[src/rtl/text_msg_ctrl_pkg.sv]
// Shared types and defaults for the text overlay controller: game modes, message ids, FSM states.
package text_msg_ctrl_pkg;

  typedef enum logic [1:0] {
    GAME_MODE_LOADING,
    GAME_MODE_READY,
    GAME_MODE_PLAYING,
    GAME_MODE_OVER
  } game_mode_t;

  typedef enum logic [1:0] {
    MSG_NONE,
    MSG_LOADING,
    MSG_READY,
    MSG_GAMEOVER
  } text_msg_t;

  typedef enum logic [1:0] {
    S_LOADING,
    S_READY,
    S_PLAY,
    S_OVER
  } state_t;

  localparam int DEF_SCORE_W      = 16;
  localparam int DEF_BLINK_FRAMES = 16;
  localparam int DEF_HOLD_FRAMES  = 180;

  // Message shown in the centre slot for each controller state.
  function automatic text_msg_t state_msg(input state_t s);
    case (s)
      S_LOADING: return MSG_LOADING;
      S_READY:   return MSG_READY;
      S_OVER:    return MSG_GAMEOVER;
      default:   return MSG_NONE;
    endcase
  endfunction

endpackage

[src/rtl/text_msg_ctrl_if.sv]
// Bundle between game-mode logic (master) and the overlay controller (slave).
interface text_msg_ctrl_if
  import text_msg_ctrl_pkg::*;
#(
  parameter int SCORE_W = DEF_SCORE_W
);
  logic               frame_tick;
  game_mode_t         MODE;
  logic [SCORE_W-1:0] score;
  text_msg_t          msg_id;
  logic               msg_visible;
  logic [SCORE_W-1:0] disp_score;
  logic [SCORE_W-1:0] hiscore;
  logic               hiscore_new;
  logic               hold_done;

  modport master (
    output frame_tick, MODE, score,
    input  msg_id, msg_visible, disp_score, hiscore, hiscore_new, hold_done
  );

  modport slave (
    input  frame_tick, MODE, score,
    output msg_id, msg_visible, disp_score, hiscore, hiscore_new, hold_done
  );
endinterface

[src/rtl/text_msg_ctrl_frame_counter.sv]
// Tick-enabled modulo-LIMIT counter; o_wrap flags the enabled cycle in which it rolls over.
module frame_counter #(
  parameter  int LIMIT = 16,
  localparam int CW    = (LIMIT > 1) ? $clog2(LIMIT) : 1
) (
  input  logic          clk,
  input  logic          rst_n,
  input  logic          i_en,
  input  logic          i_clr,
  output logic [CW-1:0] o_cnt,
  output logic          o_wrap
);
  localparam logic [CW-1:0] LAST = CW'(LIMIT - 1);

  logic [CW-1:0] r_cnt;

  assign o_cnt  = r_cnt;
  assign o_wrap = i_en && (r_cnt == LAST);

  // NOTE: sequential state uses non-blocking assignments so every flop samples pre-edge values.
  always_ff @(posedge clk or negedge rst_n) begin
    if (!rst_n)       r_cnt <= '0;
    else if (i_clr)   r_cnt <= '0;
    else if (o_wrap)  r_cnt <= '0;
    else if (i_en)    r_cnt <= r_cnt + 1'b1;
  end
endmodule

[src/rtl/text_msg_ctrl.sv]
// Frame-synchronous overlay sequencer: message select, READY blink, GAME OVER hold, score snapshot and high score.
module text_msg_ctrl
  import text_msg_ctrl_pkg::*;
#(
  parameter int SCORE_W      = DEF_SCORE_W,
  parameter int BLINK_FRAMES = DEF_BLINK_FRAMES,
  parameter int HOLD_FRAMES  = DEF_HOLD_FRAMES
) (
  input logic             clk,
  input logic             rst_n,
  text_msg_ctrl_if.slave  bus
);
  localparam int BW = (BLINK_FRAMES > 1) ? $clog2(BLINK_FRAMES) : 1;
  localparam int HW = (HOLD_FRAMES > 1) ? $clog2(HOLD_FRAMES) : 1;

  state_t             r_state, w_next_state;
  text_msg_t          r_msg_id;
  logic               r_msg_visible, w_next_visible;
  logic [SCORE_W-1:0] r_disp_score, r_hiscore;
  logic               r_hiscore_new, r_hold_done;
  logic               w_hold_fire, w_entering;
  logic               w_blink_en, w_blink_wrap, w_hold_en, w_hold_wrap;
  logic [BW-1:0]      w_blink_cnt;
  logic [HW-1:0]      w_hold_cnt;

  assign w_blink_en = bus.frame_tick && (r_state == S_READY);
  assign w_hold_en  = bus.frame_tick && (r_state == S_OVER);
  assign w_entering = (w_next_state != r_state);

  frame_counter #(.LIMIT(BLINK_FRAMES)) u_blink (
    .clk(clk), .rst_n(rst_n), .i_en(w_blink_en),
    .i_clr(w_entering && (w_next_state == S_READY)),
    .o_cnt(w_blink_cnt), .o_wrap(w_blink_wrap)
  );

  frame_counter #(.LIMIT(HOLD_FRAMES)) u_hold (
    .clk(clk), .rst_n(rst_n), .i_en(w_hold_en),
    .i_clr(w_entering && (w_next_state == S_OVER)),
    .o_cnt(w_hold_cnt), .o_wrap(w_hold_wrap)
  );

  // NOTE: every always_comb output gets a default first so no path can infer a latch.
  always_comb begin
    w_next_state   = r_state;
    w_hold_fire    = 1'b0;
    if (bus.frame_tick) begin
      unique case (r_state)
        S_LOADING: if (bus.MODE == GAME_MODE_READY) w_next_state = S_READY;
        S_READY: begin
          if (bus.MODE == GAME_MODE_PLAYING)      w_next_state = S_PLAY;
          else if (bus.MODE == GAME_MODE_LOADING) w_next_state = S_LOADING;
        end
        S_PLAY: begin
          if (bus.MODE == GAME_MODE_OVER)         w_next_state = S_OVER;
          else if (bus.MODE == GAME_MODE_LOADING) w_next_state = S_LOADING;
        end
        S_OVER: begin
          // LOADING aborts the hold outright; expiry beats an early READY so the pulse is not lost.
          if (bus.MODE == GAME_MODE_LOADING) w_next_state = S_LOADING;
          else if (w_hold_wrap) begin
            w_next_state = S_READY;
            w_hold_fire  = 1'b1;
          end else if (bus.MODE == GAME_MODE_READY) w_next_state = S_READY;
        end
        default: w_next_state = S_LOADING;
      endcase
    end

    w_next_visible = r_msg_visible;
    if (w_entering)                              w_next_visible = (w_next_state != S_PLAY);
    else if (r_state == S_READY && w_blink_wrap) w_next_visible = ~r_msg_visible;
  end

  always_ff @(posedge clk or negedge rst_n) begin
    if (!rst_n) begin
      r_state       <= S_LOADING;
      r_msg_id      <= MSG_LOADING;
      r_msg_visible <= 1'b1;
      r_hold_done   <= 1'b0;
    end else begin
      r_hold_done <= w_hold_fire;
      if (bus.frame_tick) begin
        r_state       <= w_next_state;
        r_msg_id      <= state_msg(w_next_state);
        r_msg_visible <= w_next_visible;
      end
    end
  end

  // Snapshot and high score; a beaten score in the same tick wins over the new-game clear.
  always_ff @(posedge clk or negedge rst_n) begin
    if (!rst_n) begin
      r_disp_score  <= '0;
      r_hiscore     <= '0;
      r_hiscore_new <= 1'b0;
    end else if (bus.frame_tick) begin
      r_disp_score <= bus.score;
      if (bus.score > r_hiscore) begin
        r_hiscore     <= bus.score;
        r_hiscore_new <= 1'b1;
      end else if (r_state == S_OVER && w_next_state == S_READY) begin
        r_hiscore_new <= 1'b0;
      end
    end
  end

  assign bus.msg_id      = r_msg_id;
  assign bus.msg_visible = r_msg_visible;
  assign bus.disp_score  = r_disp_score;
  assign bus.hiscore     = r_hiscore;
  assign bus.hiscore_new = r_hiscore_new;
  assign bus.hold_done   = r_hold_done;
endmodule

[src/flat_wrapper.sv]
// flat-port wrapper written by rule: the top's interface ports become plain ports
module text_msg_ctrl_flat import text_msg_ctrl_pkg::*;
#(
  parameter int SCORE_W      = DEF_SCORE_W,
  parameter int BLINK_FRAMES = DEF_BLINK_FRAMES,
  parameter int HOLD_FRAMES  = DEF_HOLD_FRAMES
)
  (clk, rst_n, bus_frame_tick, bus_MODE, bus_score, bus_msg_id, bus_msg_visible, bus_disp_score, bus_hiscore, bus_hiscore_new, bus_hold_done);
  text_msg_ctrl_if #(.SCORE_W(SCORE_W)) bus_i ();
  input logic clk;
  input logic rst_n;
  input wire logic [$bits(bus_i.frame_tick)-1:0] bus_frame_tick;
  input wire logic [$bits(bus_i.MODE)-1:0] bus_MODE;
  input wire logic [$bits(bus_i.score)-1:0] bus_score;
  output wire logic [$bits(bus_i.msg_id)-1:0] bus_msg_id;
  output wire logic [$bits(bus_i.msg_visible)-1:0] bus_msg_visible;
  output wire logic [$bits(bus_i.disp_score)-1:0] bus_disp_score;
  output wire logic [$bits(bus_i.hiscore)-1:0] bus_hiscore;
  output wire logic [$bits(bus_i.hiscore_new)-1:0] bus_hiscore_new;
  output wire logic [$bits(bus_i.hold_done)-1:0] bus_hold_done;
  assign bus_i.frame_tick = bus_frame_tick;
  assign bus_i.MODE = bus_MODE;
  assign bus_i.score = bus_score;
  assign bus_msg_id = bus_i.msg_id;
  assign bus_msg_visible = bus_i.msg_visible;
  assign bus_disp_score = bus_i.disp_score;
  assign bus_hiscore = bus_i.hiscore;
  assign bus_hiscore_new = bus_i.hiscore_new;
  assign bus_hold_done = bus_i.hold_done;
  text_msg_ctrl #(.SCORE_W(SCORE_W), .BLINK_FRAMES(BLINK_FRAMES), .HOLD_FRAMES(HOLD_FRAMES)) u_core (.clk(clk), .rst_n(rst_n), .bus(bus_i));
endmodule
[config.mk]
export PLATFORM = sky130hd
export DESIGN_NAME = text_msg_ctrl_flat
export DESIGN_NICKNAME = d
export VERILOG_FILES = /design/src/rtl/text_msg_ctrl_pkg.sv /design/src/rtl/text_msg_ctrl_if.sv /design/src/rtl/text_msg_ctrl_frame_counter.sv /design/src/rtl/text_msg_ctrl.sv /design/src/flat_wrapper.sv
export SDC_FILE = /design/constraint.sdc
export NUM_CORES = 1
export LEC_CHECK = 0
export ABC_AREA = 0
export BUFFER_PORTS_ARGS = -buffer_cell sky130_fd_sc_hd__buf_2
export CAP_MARGIN = 20
export CORE_ASPECT_RATIO = 1.75
export CORE_UTILIZATION = 54
export DETAILED_ROUTE_END_ITERATION = 16
export PLACE_DENSITY = 0.78
export SKIP_CTS_REPAIR_TIMING = 1
export SLEW_MARGIN = 5
export SYNTH_ARGS = -nofsm -noshare
export SYNTH_HDL_FRONTEND = slang
export SYNTH_SLANG_ARGS = --single-unit
[constraint.sdc]
create_clock -name clk -period 2.9 [get_ports clk]
set_clock_uncertainty 0.05 [all_clocks]
set_input_delay 0.29 -clock clk [delete_from_list [all_inputs] [get_ports clk]]
set_output_delay 0.29 -clock clk [all_outputs]
set_load 0.02 [all_outputs]
==> results.cfg, run 1 <==
[clock_tree]
numCtsBuffers = 5
cts_htree_levels = 2
clock_sink_count = 50
reg_clk_slew_reported_paths_ns = 0.08
cts_root_buf = sky130_fd_sc_hd__clkbuf_8
source_to_sink_clock_delay_at_the_later_pin_of_the_worst_skew_pair_ns = 0.30
maximum_clock_insertion_buffer_count = 2
tritoncts = yes

[drt]
drtIter0Drc = 29
drt-vias-per-instance = 5.754
route.detailed.wl_per_inst_um = 15.41
number_of_nets_still_failing_antenna_checks_after_routing = 0
number_of_remaining_drc_errors = 0
number_of_vias_after_detailed_routing = 2054
detail_route.wirelength_um = 5502
drt_first_pass_iters = 4

[power_and_ir_drop]
p_leak_nw = 1.533
power.density_nw_per_um2 = 890.1
ir_drop_v = 0.0006128

[sta]
final-setup-viol-count = 0
layout_min_cycle_time_ns = 2.332
worst_slew_margin_rel_pct = 61.75
finalSetupTns_ns = 0
final.period_utilization_pct = 80.42
worst_hold_slack_ns = 0.1994
tightest_slew_ns = 0.5737
grt_setup_unrepaired = false
final-hold-violation-count = 0
max_clock_freq_mhz = 428.8
final_max_slew_viol_count = 0

[worst_hold_path]
hold_end = u_core.bus.disp_score[4]
hp-class = input port to flip-flop
min-delay-start = bus_score[4]
timing.hold.worst_path_depth = 2

[floorplan]
i_o_pin_count = 58
std_cell_rows = 33
die_span_y_um = 95.28
chipWidth_um = 55.31
core-area_um2 = 4748
die_area_um2 = 5269
floorplan.initialDensity_pct = 56.55

[worst_setup_path]
critical_path.reg2reg.endpoint = u_core.bus.hiscore[5]
startpoint_type = flip-flop
worstPathArrival_ns = 2.47
path_class = flip-flop to flip-flop
r2r_slack_ns = 0.57
worst_r2r_startpoint = u_core.bus.hiscore[9]
crit_fanout = 8
cell_depth_of_the_worst_flop_to_flop_path = 8
timing.critical_path.to_type = flip-flop
critPathRequiredTime_ns = 3.03

[yosys]
synthArstFlopShare_pct = 100.0
distinct_cell_type_count_of_the_synthesized_netlist = 47
syn_area_per_cell_um2 = 11.10
postSynthRegisterBits = 50
yosys_warnings = 0
synth_edf_count = 0
syn-instance-count = 242
yosys.area.top_type_share_pct = 44.73
syn-num-nets = 284
proportion_of_synthesized_chip_area_in_sequential_cells_pct = 46.69
synth_area_leaders = sky130_fd_sc_hd__dfrtp_1, sky130_fd_sc_hd__mux2_2, sky130_fd_sc_hd__ha_1, sky130_fd_sc_hd__inv_1, sky130_fd_sc_hd__a21oi_1
synth_largest_area_cell = sky130_fd_sc_hd__dfrtp_1
synth_flop_cell = sky130_fd_sc_hd__dfrtp_1
syn-cell-area_um2 = 2685

[global_routing]
gr-total-overflow = 0
grt_pass1_vias = 1997
pin_count_of_the_biggest_net_entering_global_routing = 27
globalRouteTotalUtil_pct = 22.24
global_route_wire_length_before_repair_um = 9087
number_of_antenna_violations_at_the_first_check_in_global_routing = 0

[final_layout]
layout.cells.most_common_list = sky130_fd_sc_hd__buf_2, sky130_fd_sc_hd__dfrtp_1, sky130_fd_sc_hd__mux2_2, sky130_fd_sc_hd__inv_1, sky130_fd_sc_hd__ha_1
final_cells = 357
final-seq-area_um2 = 1254
nets = 346
num_antenna_cells = 0
multi_input_comb_area_um2 = 1294
most_common_cell_after_layout_fill_and_taps_aside = sky130_fd_sc_hd__buf_2
drive_gt1_share_pct = 37.05
syn_to_final_growth_pct = 17.29
num-fill-cells = 386

[placement]
place_hpwl_um = 4213
count_of_input_and_output_buffers = 57
dpl.cell_count = 348
replace_congestion = 0.8301

[outcome]
outcome = finished, final reports clean

[flow_run]
maxCapViolCount = 0
per-layer routing:
metal	up-vias	GRT usage [%]	wire, um
li1	982	-	-
met1	1014	23.04	2091
met2	46	43.67	3101
met3	12	3.256	175
met4	0	9.583	133
met5	-	0	0
how the worst max path moves through the flow:
stage	cells past startpoint	to	startpoint
after floorplan	8	u_core.bus.hiscore[10]	u_core.bus.hiscore[7]
after global placement	8	u_core.bus.hiscore[0]	bus_score[7]
after detailed placement	8	u_core.bus.hiscore[5]	bus_score[7]
after CTS	8	u_core.bus.hiscore[5]	u_core.bus.hiscore[9]
after global routing	8	u_core.bus.hiscore[5]	u_core.bus.hiscore[9]
final	8	u_core.bus.hiscore[5]	u_core.bus.hiscore[9]
kinds of logic (layout without fill, tap and decap cells):
kind of cell,Yosys count,in the layout,share of synthesized area [%]
flip-flops,50,50,46.69
multiplexers,34,34,14.21
buffers and inverters,32,95,5.125
AND/OR/NAND/NOR,56,56,11.65
AO/OA/AOI/OAI,45,45,11.23
adder cells (fa/ha/maj),21,21,9.786
XOR/XNOR,4,4,1.305
report_power, final:
| part | leakage (nW) | internal [mW] | switching, mW | total [mW] |
|---|---|---|---|---|
| combinational | 0.868 | 0.546 | 0.709 | 1.26 |
| clock | 0.0575 | 0.241 | 0.220 | 0.461 |
| sequential | 0.607 | 0.919 | 0.168 | 1.09 |
per-stage QoR:
stage	area, um^2	power (mW)	setup slack [ns]	utilization, %
after global placement	3029	2.316	0.6366	63.79
after CTS	3139	2.834	0.5373	66.11
after detailed placement	3029	2.363	0.5499	63.79
after floorplan	2685	1.965	0.5011	-
after global routing	3149	3.010	0.4642	66.32
final	3149	2.803	0.5677	66.32
worst max-delay path, cell delays in order, from the launching register on:
cell and delay [ns]:
sky130_fd_sc_hd__dfrtp_1 0.38, sky130_fd_sc_hd__inv_1 0.05, sky130_fd_sc_hd__ha_1 0.29, sky130_fd_sc_hd__nand3_1 0.11, sky130_fd_sc_hd__a211o_1 0.28, sky130_fd_sc_hd__a41o_1 0.22
sky130_fd_sc_hd__a21boi_2 0.26, sky130_fd_sc_hd__buf_4 0.24, sky130_fd_sc_hd__mux2_2 0.35
synth_stat cells (3+ instances only):
master and count:
sky130_fd_sc_hd__or3_1 4, sky130_fd_sc_hd__o21ai_0 10, sky130_fd_sc_hd__nor2b_1 3, sky130_fd_sc_hd__o21a_1 3
sky130_fd_sc_hd__nand2_1 14, sky130_fd_sc_hd__ha_1 21, sky130_fd_sc_hd__mux2_2 33, sky130_fd_sc_hd__dfrtp_1 48
sky130_fd_sc_hd__inv_1 23, sky130_fd_sc_hd__clkbuf_1 3, sky130_fd_sc_hd__nand3_1 7, sky130_fd_sc_hd__a21oi_1 14
sky130_fd_sc_hd__nor2_1 10
registers in the layout, summed over array words and instances (netlist names):
register                count
u_core.bus.disp_score      16
u_core.bus.hiscore         16
u_core.bus.hiscore_new      1
u_core.bus.hold_done        1
u_core.bus.msg_id           1
u_core.bus.msg_visible      1
u_core.r_state              2
u_core.u_blink.o_cnt        4
u_core.u_hold.o_cnt         8
layout make-up:
class	instances	area share (%)
clock buffers	8	3.496
inverters	23	2.741
multi-input cells	160	41.08
flip-flops and latches	50	39.81
well taps	52	2.066
repair buffers	64	10.81
No activity file was read; power rests on OpenSTA's default activity.
==> run 2, diff against run 1 <==
- ABC_AREA: 0 -> 1
- CORE_UTILIZATION: 54 -> 49
- PLACE_DENSITY: 0.78 -> 0.75
- clock period: 2.9 -> 2.1 ns (I/O delays scaled with it)
==> results.cfg, run 2 <==
[outcome]
outcome = finished, final reports clean

[yosys]
syn-cell-area_um2 = 2745
syn-num-nets = 380
yosys_warnings = 0
synth.mux.area_fraction_pct = 0
post-synth-top-count-cell = sky130_fd_sc_hd__nand2_1
synthArstFlopShare_pct = 100.0
distinct_cell_type_count_of_the_synthesized_netlist = 32
yosys.area.top_type_share_pct = 43.76
synth_area_leaders = sky130_fd_sc_hd__dfrtp_1, sky130_fd_sc_hd__nand2_1, sky130_fd_sc_hd__ha_1, sky130_fd_sc_hd__inv_1, sky130_fd_sc_hd__a21oi_1
ys_top_cells_by_count = sky130_fd_sc_hd__nand2_1, sky130_fd_sc_hd__dfrtp_1, sky130_fd_sc_hd__inv_1, sky130_fd_sc_hd__nor2_1
syn_area_per_cell_um2 = 8.122
postSynthRegisterBits = 50
syn-instance-count = 338
proportion_of_synthesized_chip_area_in_sequential_cells_pct = 45.67
yosys.area_share.simple_pct = 24.98
synth-compound-area-share_pct = 11.67
synth_edf_count = 0
largest_family_of_logic_cells_by_synthesized_area = simple AND/OR/NAND/NOR gates
synth_largest_area_cell = sky130_fd_sc_hd__dfrtp_1
synth_flop_cell = sky130_fd_sc_hd__dfrtp_1
synth_adder_area_share_pct = 9.572
synth_xor_area_share_pct = 0

[final_layout]
most_common_cell_after_layout_fill_and_taps_aside = sky130_fd_sc_hd__nand2_1
drive_gt1_share_pct = 25.80
syn_to_final_growth_pct = 22.24
nets = 448
final_cells = 481
num_antenna_cells = 0
layout.cells.most_common_list = sky130_fd_sc_hd__nand2_1, sky130_fd_sc_hd__buf_2, sky130_fd_sc_hd__dfrtp_1, sky130_fd_sc_hd__inv_1, sky130_fd_sc_hd__nor2_1

[worst_setup_path]
timing.critical_path.to_type = flip-flop
path_class = flip-flop to flip-flop
startpoint_type = flip-flop
critPathRequiredTime_ns = 2.24
worstPathArrival_ns = 2.17
crit_fanout = 6

[sta]
setup_ws_ns = 0.06714
tightest_slew_ns = 0.6447
final-setup-viol-count = 0
worst_slew_margin_rel_pct = 57.02
final-hold-violation-count = 0
finalSetupTns_ns = 0
max_clock_freq_mhz = 491.9
grt_setup_unrepaired = true
layout_min_cycle_time_ns = 2.033
final_max_slew_viol_count = 0
final.period_utilization_pct = 96.80

[clock_tree]
maximum_clock_insertion_buffer_count = 2
source_to_sink_clock_delay_at_the_later_pin_of_the_worst_skew_pair_ns = 0.30
cts_htree_levels = 2
reg_clk_slew_reported_paths_ns = 0.09
tritoncts = yes
cts_root_buf = sky130_fd_sc_hd__clkbuf_8
clock_sink_count = 50
numCtsBuffers = 5

[global_routing]
global_route_wire_length_before_repair_um = 9839
pin_count_of_the_biggest_net_entering_global_routing = 34
grt_pass1_vias = 2352
number_of_antenna_violations_at_the_first_check_in_global_routing = 0
globalRouteTotalUtil_pct = 21.84
gr-total-overflow = 0

[floorplan]
core-area_um2 = 5343
die_area_um2 = 5917
chipWidth_um = 58.58
std_cell_rows = 35
floorplan.initialDensity_pct = 51.38
die_span_y_um = 101.0
i_o_pin_count = 58

[power_and_ir_drop]
p_leak_nw = 1.839
ir_drop_v = 0.0005839
power.density_nw_per_um2 = 1057

[placement]
detailedPlace.worstSlack_ns = -0.06202
place_hpwl_um = 4562
count_of_input_and_output_buffers = 57
dpl.cell_count = 472
replace_congestion = 0.9138

[drt]
number_of_vias_after_detailed_routing = 2436
detail_route.wirelength_um = 6002
drt_first_pass_iters = 4
route.detailed.wl_per_inst_um = 12.48
number_of_remaining_drc_errors = 0
drt-vias-per-instance = 5.064
drtIter0Drc = 65
number_of_nets_still_failing_antenna_checks_after_routing = 0

[worst_hold_path]
hp-class = input port to flip-flop

[flow_run]
maxCapViolCount = 0
==> run 2: changes by cell type in the layout (fill, tap and decap cells not counted), sizes merged, moves of 4 or more <==
cell,before,now
a21oi,14,24
and3,2,6
buf,63,69
inv,23,47
mux2,33,0
nand2,14,88
nand3,7,14
nor2,10,30
o21ai,10,25
==> run 2: power by group <==
| part | internal [mW] | total [mW] | switching (mW) | leakage, nW |
|---|---|---|---|---|
| combinational | 0.568 | 1.50 | 0.933 | 1.18 |
| clock | 0.333 | 0.636 | 0.303 | 0.0575 |
| sequential | 1.23 | 1.41 | 0.178 | 0.606 |
| total | 2.13 | 3.55 | 1.41 | 1.84 |
==> run 2: cells by family (layout without fill, tap and decap cells) <==
| family | Yosys count | after routing |
|---|---|---|
| DFF | 50 | 50 |
| adders and majority gates | 21 | 21 |
| buffers and inverters | 56 | 125 |
| AOI/OAI and AO/OA | 59 | 59 |
| and+or+nand+nor | 152 | 152 |
==> run 2: critical path: stages, from the launching register on <==
cell                       delay [ns]
sky130_fd_sc_hd__dfrtp_1         0.37
sky130_fd_sc_hd__ha_2            0.20
sky130_fd_sc_hd__inv_2           0.05
sky130_fd_sc_hd__nor3_2          0.13
sky130_fd_sc_hd__nand3_1         0.13
sky130_fd_sc_hd__nor2_2          0.15
sky130_fd_sc_hd__o22ai_1         0.07
sky130_fd_sc_hd__nand2_1         0.07
sky130_fd_sc_hd__a21boi_2        0.05
sky130_fd_sc_hd__a21oi_2         0.17
sky130_fd_sc_hd__ha_1            0.25
sky130_fd_sc_hd__nand2_4         0.09
sky130_fd_sc_hd__and3_1          0.15
==> run 2: final timing paths <==
path                                        start                        end  slack [ns]  cells past startpoint
min in group asynchronous                   rst_n       u_core.bus.hold_done        0.42                      2
max in group asynchronous                   rst_n      u_core.bus.hiscore[3]        1.04                      3
min reg2reg                  u_core.bus.msg_id[0]       u_core.bus.msg_id[0]        0.42                      2
max reg2reg                u_core.u_hold.o_cnt[0]    u_core.u_blink.o_cnt[2]        0.07                     12
max                        u_core.u_hold.o_cnt[0]    u_core.u_blink.o_cnt[2]        0.07                     12
min                                 bus_score[13]  u_core.bus.disp_score[13]        0.09                      3
==> run 2: final cells by class <==
class,instances,area [um^2]
inverter,47,176.4
sequential,50,1255
fill,509,1987
timing repair buffer,70,410.4
tap,74,92.59
clock buffer,8,110.1
multi-input combinational,232,1311
==> run 2: metrics by stage <==
stage	utilization, %	power [mW]	hold slack [ns]	instance area, um^2
floorplan	-	2.388	-0.1356	2745
global placement	59.74	2.846	0.2223	3192
detailed placement	59.74	2.904	0.2189	3192
CTS	61.80	3.551	-0.1032	3302
global route	62.81	3.818	0.08750	3356
finish	62.81	3.545	0.08954	3356
==> run 2: layer usage <==
metal / routed length, um / share of wire, % / GRT usage, %
met5: 0 / 0 / 0
met4: 127 / 2.1 / 8.242
met3: 193 / 3.2 / 3.723
met2: 3332 / 56 / 41.64
met1: 2349 / 39 / 23.05
==> run 3, diff against run 2 <==
- CORE_ASPECT_RATIO: 1.75 -> not set
- TNS_END_PERCENT: not set -> 20
- clock period: 2.1 -> 1.7 ns (I/O delays scaled with it)
==> results.cfg, run 3 (synthesized netlist as in run 2, its figures left out) <==
[outcome]
outcome = finished, violations left
violations = setup timing

[power_and_ir_drop]
ir_drop_v = 0.0007630
share_seq_of_total_power_pct = 36.6
p_leak_nw = 2.001
power_switching_mw = 1.924
p_sw_share_pct = 40.21
pwr-share-comb_pct = 48.1
power.density_nw_per_um2 = 1279
power.share.clock_pct = 15.4
internal_dissipation_mw = 2.860

[drt]
drt-met1-wl_um = 2970
drt_first_pass_iters = 4
number_of_remaining_drc_errors = 0
drtIter0Drc = 118
met2WireLength_um = 3245
detail_route.wirelength_um = 6593
number_of_nets_still_failing_antenna_checks_after_routing = 0
number_of_vias_after_detailed_routing = 2604
drt-vias-per-instance = 5.076
detailroute.wirelength.met3_um = 308
route.detailed.wl_per_inst_um = 12.85
top_layer_used = met4

[floorplan]
i_o_pin_count = 58
die_span_y_um = 76.85
core-area_um2 = 5238
std_cell_rows = 26
chipWidth_um = 76.85
die_area_um2 = 5906
floorplan.initialDensity_pct = 52.41

[clock_tree]
cts_root_buf = sky130_fd_sc_hd__clkbuf_8
clock_sink_count = 50
reg_clk_slew_reported_paths_ns = 0.10
tritoncts = yes
cts_htree_levels = 2
source_to_sink_clock_delay_at_the_later_pin_of_the_worst_skew_pair_ns = 0.31
numCtsBuffers = 5
maximum_clock_insertion_buffer_count = 2

[final_layout]
final_cells = 513
nets = 484
layout.cells.most_common_list = sky130_fd_sc_hd__nand2_1, sky130_fd_sc_hd__buf_2, sky130_fd_sc_hd__buf_4, sky130_fd_sc_hd__dfrtp_1, sky130_fd_sc_hd__inv_1
most_common_cell_after_layout_fill_and_taps_aside = sky130_fd_sc_hd__nand2_1
finish.utilization_pct = 71.40
num_antenna_cells = 0
syn_to_final_growth_pct = 36.24
drive_gt1_share_pct = 39.28

[placement]
place_hpwl_um = 4941
dpl.cell_count = 501
detailedPlace.worstSlack_ns = -0.2906
count_of_input_and_output_buffers = 57
replace_congestion = 0.8393

[global_routing]
grt_pass1_vias = 2548
number_of_antenna_violations_at_the_first_check_in_global_routing = 0
gr-total-overflow = 0
global_route_wire_length_before_repair_um = 10980
globalRouteTotalUtil_pct = 23.38
pin_count_of_the_biggest_net_entering_global_routing = 30

[worst_setup_path]
worstPathArrival_ns = 2.21
path_class = flip-flop to flip-flop
critPathRequiredTime_ns = 1.90
crit_fanout = 5
timing.critical_path.to_type = flip-flop
startpoint_type = flip-flop

[sta]
final-hold-violation-count = 0
final_max_slew_viol_count = 0
setup_ws_ns = -0.3070
tightest_slew_ns = 0.5197
max_clock_freq_mhz = 498.2
final.period_utilization_pct = 118.1
finalSetupTns_ns = -6.253
final-setup-viol-count = 31
layout_min_cycle_time_ns = 2.007
grt_setup_unrepaired = true
worst_hold_slack_ns = 0.06043
worst_slew_margin_rel_pct = 65.36

[worst_hold_path]
hp-class = input port to flip-flop

[flow_run]
maxCapViolCount = 0
==> run 3: cell types whose count changed in the layout (fill, tap and decap cells not counted), sizes merged <==
cell      change
buf          +36
clkbuf        -2
clkinv        +1
clkinvlp      +1
==> run 3: path summary, 6_finish.rpt <==
kind                                            from                        end  slack [ns]  cells after the start
min in group asynchronous                      rst_n  u_core.bus.disp_score[11]        0.30                      2
hold reg to reg            u_core.bus.disp_score[14]  u_core.bus.disp_score[14]        0.43                      2
max in group asynchronous                      rst_n     u_core.bus.msg_visible        0.68                      3
setup reg to reg              u_core.u_hold.o_cnt[1]     u_core.u_hold.o_cnt[7]       -0.31                     13
hold / removal                          bus_score[7]   u_core.bus.disp_score[7]        0.06                      3
setup / recovery              u_core.u_hold.o_cnt[1]     u_core.u_hold.o_cnt[7]       -0.31                     13
==> run 3: final cells by class <==
class | count | area [um^2]
Fill cell | 410 | 1498
Multi-Input combinational cell | 232 | 1424
Sequential cell | 50 | 1264
Timing Repair Buffer | 106 | 693.2
Inverter | 47 | 176.4
Tap cell | 70 | 87.58
Clock buffer | 6 | 82.58
Clock inverter | 2 | 12.51
==> run 3: power by group through the flow <==
| stage | combinational, mW | clock [mW] | sequential [mW] |
|---|---|---|---|
| global placement | 2.09 | 0 | 1.75 |
| detailed placement | 2.16 | 0 | 1.76 |
| CTS | 2.17 | 0.748 | 1.74 |
| global route | 2.57 | 0.789 | 1.80 |
| finish | 2.30 | 0.735 | 1.75 |
| floorplan | 1.02 | 0 | 2.04 |
==> run 3: metrics by stage <==
| stage | cell area (um^2) | power (mW) |
|---|---|---|
| floorplan | 2833 | 3.065 |
| global placement | 3513 | 3.843 |
| detailed placement | 3513 | 3.925 |
| CTS | 3608 | 4.661 |
| global route | 3740 | 5.155 |
| finish | 3740 | 4.784 |
==> run 3: per-layer routing <==
| layer | vias to the layer above | global-route usage (%) |
|---|---|---|
| li1 | 1306 | - |
| met1 | 1218 | 29.15 |
| met2 | 73 | 40.45 |
| met3 | 7 | 4.643 |
| met4 | 0 | 7.308 |
| met5 | - | 0 |
==> run 3: worst max-delay path: stages, from the launching register on <==
cell and delay, ns:
sky130_fd_sc_hd__dfrtp_1 0.38, sky130_fd_sc_hd__ha_2 0.20, sky130_fd_sc_hd__inv_2 0.04, sky130_fd_sc_hd__nor3_2 0.09, sky130_fd_sc_hd__nand3_1 0.11, sky130_fd_sc_hd__nor2_2 0.15
sky130_fd_sc_hd__o22ai_2 0.08, sky130_fd_sc_hd__nand2_1 0.06, sky130_fd_sc_hd__a21boi_1 0.07, sky130_fd_sc_hd__a21oi_2 0.19, sky130_fd_sc_hd__inv_2 0.10, sky130_fd_sc_hd__ha_4 0.19
sky130_fd_sc_hd__nand2_4 0.08, sky130_fd_sc_hd__and3_4 0.17
